$ cat src/rtl/tmds_encoder.sv
// DVI/HDMI TMDS 8b/10b channel encoder: transition-minimised, DC-balanced video
// symbols during VDE=1, control tokens during blanking. Define TMDS_PIPE_EN to register stage 1 (latency 2).
module tmds_encoder (
    input  logic       clk,
    input  logic       reset,
    input  logic [7:0] VD,
    input  logic [1:0] CD,
    input  logic       VDE,
    output logic [9:0] TMDS
);

    logic [3:0]        n1d;
    logic              use_xnor;
    logic [8:0]        q_m_next;
    logic [3:0]        n1q_next;

    logic [8:0]        s2_q_m;
    logic [3:0]        s2_n1q;
    logic [3:0]        s2_n0q;
    logic              s2_vde;
    logic [1:0]        s2_cd;

    logic signed [4:0] cnt_reg;
    logic signed [4:0] cnt_next;
    logic signed [4:0] diff;
    logic [9:0]        tmds_reg;
    logic [9:0]        tmds_next;

    // Stage 1: pick the chain that yields fewer transitions.
    always_comb begin
        n1d = '0;
        for (int i = 0; i < 8; i++) begin
            n1d = n1d + {3'b000, VD[i]};
        end
    end

    assign use_xnor = (n1d > 4'd4) || ((n1d == 4'd4) && !VD[0]);

    always_comb begin
        q_m_next    = '0;
        q_m_next[0] = VD[0];
        for (int i = 1; i < 8; i++) begin
            q_m_next[i] = use_xnor ? ~(q_m_next[i-1] ^ VD[i]) : (q_m_next[i-1] ^ VD[i]);
        end
        q_m_next[8] = ~use_xnor;
    end

    always_comb begin
        n1q_next = '0;
        for (int i = 0; i < 8; i++) begin
            n1q_next = n1q_next + {3'b000, q_m_next[i]};
        end
    end

`ifdef TMDS_PIPE_EN
    logic [8:0] q_m_reg;
    logic [3:0] n1q_reg;
    logic       vde_reg;
    logic [1:0] cd_reg;

    always_ff @(posedge clk or posedge reset) begin
        if (reset) begin
            q_m_reg <= '0;
            n1q_reg <= '0;
            vde_reg <= 1'b0;
            cd_reg  <= 2'b00;
        end else begin
            q_m_reg <= q_m_next;
            n1q_reg <= n1q_next;
            vde_reg <= VDE;
            cd_reg  <= CD;
        end
    end

    assign s2_q_m = q_m_reg;
    assign s2_n1q = n1q_reg;
    assign s2_vde = vde_reg;
    assign s2_cd  = cd_reg;
`else
    assign s2_q_m = q_m_next;
    assign s2_n1q = n1q_next;
    assign s2_vde = VDE;
    assign s2_cd  = CD;
`endif

    assign s2_n0q = 4'd8 - s2_n1q;
    assign diff   = signed'({1'b0, s2_n1q}) - signed'({1'b0, s2_n0q});

    // Stage 2: choose polarity so the running disparity is pulled toward zero.
    always_comb begin
        tmds_next = 10'h354;
        cnt_next  = 5'sd0;
        if (s2_vde) begin
            if ((cnt_reg == 5'sd0) || (s2_n1q == s2_n0q)) begin
                tmds_next = {~s2_q_m[8], s2_q_m[8], s2_q_m[8] ? s2_q_m[7:0] : ~s2_q_m[7:0]};
                cnt_next  = cnt_reg + (s2_q_m[8] ? diff : -diff);
            end else if (((cnt_reg > 5'sd0) && (s2_n1q > s2_n0q)) ||
                         ((cnt_reg < 5'sd0) && (s2_n0q > s2_n1q))) begin
                tmds_next = {1'b1, s2_q_m[8], ~s2_q_m[7:0]};
                cnt_next  = cnt_reg + (s2_q_m[8] ? 5'sd2 : 5'sd0) - diff;
            end else begin
                tmds_next = {1'b0, s2_q_m[8], s2_q_m[7:0]};
                cnt_next  = cnt_reg + diff - (s2_q_m[8] ? 5'sd0 : 5'sd2);
            end
        end else begin
            case (s2_cd)
                2'b00:   tmds_next = 10'h354;
                2'b01:   tmds_next = 10'h0AB;
                2'b10:   tmds_next = 10'h154;
                default: tmds_next = 10'h2AB;
            endcase
        end
    end

    always_ff @(posedge clk or posedge reset) begin
        if (reset) begin
            tmds_reg <= 10'h354;
            cnt_reg  <= 5'sd0;
        end else begin
            tmds_reg <= tmds_next;
            cnt_reg  <= cnt_next;
        end
    end

    assign TMDS = tmds_reg;

endmodule

$ cat config.mk
export PLATFORM = sky130hd
export DESIGN_NAME = tmds_encoder
export DESIGN_NICKNAME = d
export VERILOG_FILES = /design/src/rtl/tmds_encoder.sv
export SDC_FILE = /design/constraint.sdc
export NUM_CORES = 1
export LEC_CHECK = 0
export ABC_AREA = 1
export CAP_MARGIN = 20
export CORE_MARGIN = 5
export CORE_UTILIZATION = 57
export DETAILED_ROUTE_END_ITERATION = 10
export PLACE_DENSITY = 0.81
export SETUP_SLACK_MARGIN = 0.5
export SLEW_MARGIN = 10
export SYNTH_ARGS = -nofsm -noshare
export SYNTH_HDL_FRONTEND = slang
export SYNTH_SLANG_ARGS = --single-unit
$ cat constraint.sdc
create_clock -name clk -period 2.24 [get_ports clk]
set_input_delay 0.448 -clock clk [delete_from_list [all_inputs] [get_ports clk]]
set_output_delay 0.448 -clock clk [all_outputs]
set_load 0.05 [all_outputs]
# Word-level counts from Yosys, hierarchy flattened
# Index checks and enable logic that the tools add are counted.
# totals
elab_cells	76
reg_bits	15
# op_classes
bitwise_logic	16
eq_ne	4
muxes	18
addsub	22
n_lt_le_gt_ge	5
reduce_logical	9
# ops
op	count
$add 4x1->4	8
$mux 10	3
$pmux 10 s3	1
$mux 5	4
$add 5x5->5	2
$add 3x1->4	2
$gt 4x4->1	2
$mux 8	1
$not 1->1	8
$not 8->8	1
$mux 1	7
$xor 1x1->1	7
$add 2x1->3	2
$add 5x3->5	1
$gt 5x1->1 const B	1
$logic_not 5->1	1
$lt 5x1->1 const B	1
$neg 5->5	1
$sub 4x4->5	1
$sub 5x3->5	1
$sub 5x5->5	1
$add 1x1->2	2
$eq 4x3->1 const B	1
$eq 4x4->1	1
9 further kinds	14

# Logic depth before layout (Yosys ltp)
# depth
ltp_word	37
mapped_depth	40
ltp_nobuf	40

# Worst setup path before layout
# OpenSTA, ideal clock, no wires.
# synth_path
path_kind	input port to flip-flop
startpoint	input port VD[0]
endpoint	register cnt_reg[4]
required_ns	2.126
setup_slack_ns	-5.741
cell_stages	35
arrival_time_ns	7.867
path_cell_list	inv_1 fa_1 fa_1 fa_1 inv_1 ha_1 fa_1 o31ai_1 nand2_1 buf_2 xor2_1 fa_1 inv_1 fa_1 fa_1 ha_1 fa_1 xor2_2 ha_1 inv_1 nand2_1 nand3_1 inv_2 nor2_2 a21oi_4 xor2_1 ha_1 a21oi_1 o21ai_0 xnor2_1 or2_0 nand3_1 nand3_1 nand3_1 inv_1
# synth_between
elab_chain_cells	37
elab_cells_between_ends	61
classes_between	add/sub (22); order compare (3); eq/ne (2); mux (13); bitwise (14); reduce/logical (7)
# synth_rtl
item	line_no	source
start: declaration	6	input logic [7:0] VD,
branches (longest 35 deep; another with $add 3x1->4)	n/a	
$mux 5 (*)	94	if ((cnt_reg == 5'sd0) || (s2_n1q == s2_n0q)) begin
$mux 5 (*)	93	if (s2_vde) begin
via cnt_next[4]	24	logic signed [4:0] cnt_next;
end signal: assignment	121	cnt_reg <= cnt_next;
end: declaration	23	logic signed [4:0] cnt_reg;
# Mark *: on every way through the listed nets, which the timed path passes.

# Worst setup path after layout
# Ends and elaborated chain as after synthesis.

==> impl_metrics.yaml <==
status:
  status: "finished with violations"
  violations: "negative setup slack"
grt:
  grt_max_degree: 16
  grt_antenna_before_repair: 1
  grt_pass1_vias: 2501
  grt-ovfl-total: 0
  grt_usage: 0.304
  grt_pass1_wl_mm: 11.8
clock_network:
  insertion_delay_ns: 0.27
  cts_tree: "yes"
  cts_max_level: 1
  clkTransAtPathRegs_ns: 0.07
  hold_buffers: 0
  root_buffer: "clkbuf_8"
  clk_path_buf_depth: 2
  clock_sinks: 15
  cts_buffers: 3
floorplan:
  die_y_um: 70.4
  start_util: 0.576
  core_area_mm2: 0.00361
  io_pins: 23
  dieArea_mm2: 0.00495
  die_x_um: 70.4
  rows: 22
synth:
  synthMuxAreaShare: 0
  synth_top_family_by_area: "adder cells"
  syn_avg_cell_area_um2: 7.99
  synth_top_cell_area_share: 0.145
  ys_types: 35
  syn_inst: 260
  synth-xor-area-share: 0.0976
  synth_compound_area_frac: 0.131
  synthAdderAreaFrac: 0.270
  syn_area_mm2: 0.00208
  synthTopCellsByArea: "ha_1 14%, fa_1 13%, dfrtp_1 12%"
  synth_seq_area_share: 0.184
  yosys.area.top_type: "ha_1"
  ys_ff_latch: 15
  synth_nets: 310
  synth_simple_gate_area_share: 0.213
  yosysWarnings: 0
setup_path:
  reg2reg_from: "cnt_reg[2]"
  crit_path_top_delay_cell: "fa_1"
  crit_fanout: 4
  endpoint_kind: "flip-flop"
  critPathTopFamily: "adder cells"
  worstSetupPathType: "in -> reg"
  critPathBufInv: 9
  slowest_delay_ns: 0.57
  arrival_ns: 8.74
  cpMostUsedCell: "fa_1"
  required_ns: 2.40
  rrSetupSlack_ns: -0.29
  crit_start: "VD[0]"
  crit_path_start_kind: "input port"
finish:
  nNetsFinal: 431
  fillCellCount: 73
  n_antenna_cell: 0
  syn_to_final_growth_pct: 67.6
  drive_gt1_frac: 0.484
  largest_reg_flops: 10
timing:
  worst_slack_ns: -6.33
  finalSetupViolations: 14
  slew_headroom: 0.436
  drv_slew: 0
  rsz0062_at_grt: "true"
  fin_crit_sh: 3.83
  fin_skew_ns: 0.00123
  worst_pin_slew_ns: 0.837
  fmax_mhz: 117
  finalHoldViolCount: 0
  min_period_ns: 8.57
drt:
  ant_nets: 0
  postRouteWirelength_mm: 11.6
  drt_first_pass_iters: 8
  vias: 2900
  drc: 0
  initialDrtViolationCount: 480
  wl_per_cell_um: 27.1
  vias_per_cell: 6.78
place:
  gp_congestion: 0.936
  dp_slack_ns: -6.37
  dp_hpwl_mm: 4.38
  portBuffers: 22
run:
  drv_cap: 0
hold_path:
  min_path_type: "in -> async"
-- area by class of cell --
class | count | area, µm² | area share
Tap cell | 48 | 60.1 | 0.0173
Inverter | 54 | 224 | 0.0643
Sequential cell | 15 | 382 | 0.110
Clock buffer | 3 | 41.3 | 0.0119
Multi-Input combinational cell | 189 | 1790 | 0.514
Timing Repair Buffer | 118 | 980 | 0.281
Clock inverter | 1 | 5.00 | 0.00144
-- cells in the mapped netlist --
cell,number
a21oi_4,2
xnor2_1,6
buf_2,2
fa_1,13
xor2_2,1
nand3_2,3
o22ai_1,1
or2_2,1
dfstp_2,5
clkinv_4,1
nand2_2,7
xor2_1,10
o21ai_1,9
dfrtp_1,10
o21ai_0,15
nand2_4,1
xnor3_2,1
nand3_1,28
inv_2,8
a21oi_2,1
xnor3_1,1
o31ai_1,1
o211ai_1,2
o21ai_2,1
or2_0,1
nand2_1,40
nor2_4,2
a21oi_1,8
o2111ai_1,2
ha_1,24
o21ai_4,1
nor2_1,5
nor4_1,1
nor2_2,1
inv_1,45
-- cells in the final DEF (no fill, tap or decap), types with 5 or more instances in the layout --
cell type	synthesis	layout
nand2_1	40	34
nand2_4	1	5
a21oi_1	8	6
buf_6	0	12
dfstp_2	5	5
fa_1	13	11
o21ai_2	1	10
clkdlybuf4s15_1	0	5
inv_2	8	11
o21ai_1	9	10
nand3_1	28	24
ha_1	24	17
dlygate4sd2_1	0	5
xor2_1	10	8
o21ai_0	15	5
nand3_2	3	6
clkdlybuf4s50_1	0	9
buf_4	0	86
inv_1	45	38
dfrtp_1	10	10
nand2_2	7	9
ha_4	0	6
-- path summary, 6_finish.rpt --
check	endpoint	cells past startpoint
min in group clk	cnt_reg[0]	2
worst min register to register	cnt_reg[0]	2
worst min-delay path	TMDS[0]	2
worst max register to register	cnt_reg[4]	12
max in group asynchronous	TMDS[8]	2
worst max-delay path	cnt_reg[4]	41
-- metrics by stage --
stage | std cells | util | instance area, µm² | TNS [ns] | hold WS [ns]
floorplan | 260 | - | 2160 | -64.24 | 0.346
global placement | 391 | 0.803 | 2890 | -73.31 | 0.460
detailed placement | 391 | 0.803 | 2890 | -76.88 | 0.504
CTS | 422 | 0.900 | 3250 | -66.35 | 0.486
global route | 428 | 0.965 | 3480 | -76.45 | 0.589
finish | 428 | 0.965 | 3480 | -74.00 | 0.532
-- routing by layer --
| layer | part of all wire | wire length [µm] | global-route usage |
|---|---|---|---|
| met5 | 0.0011 | 13 | 0 |
| met4 | 0.12 | 1430 | 0.196 |
| met3 | 0.14 | 1610 | 0.0417 |
| met2 | 0.45 | 5170 | 0.532 |
| met1 | 0.29 | 3360 | 0.340 |
-- cell families after synthesis --
kind of cell / after synthesis
AO/OA/AOI/OAI: 43
XOR/XNOR: 19
adder cells (fa/ha/maj): 37
buffers and inverters: 56
flip-flops: 15
AND/OR/NAND/NOR: 90
-- timing repair --
item                       CTS  global route
pin swaps                   29            30
gates resized for setup     58            36
setup buffers               27             6
setup endpoints to repair   24            17
hold endpoints to repair     0             0
Power is left out: the tool's default activity adds up to more than one toggle a clock period on the data nets, which glitch-free logic cannot reach.
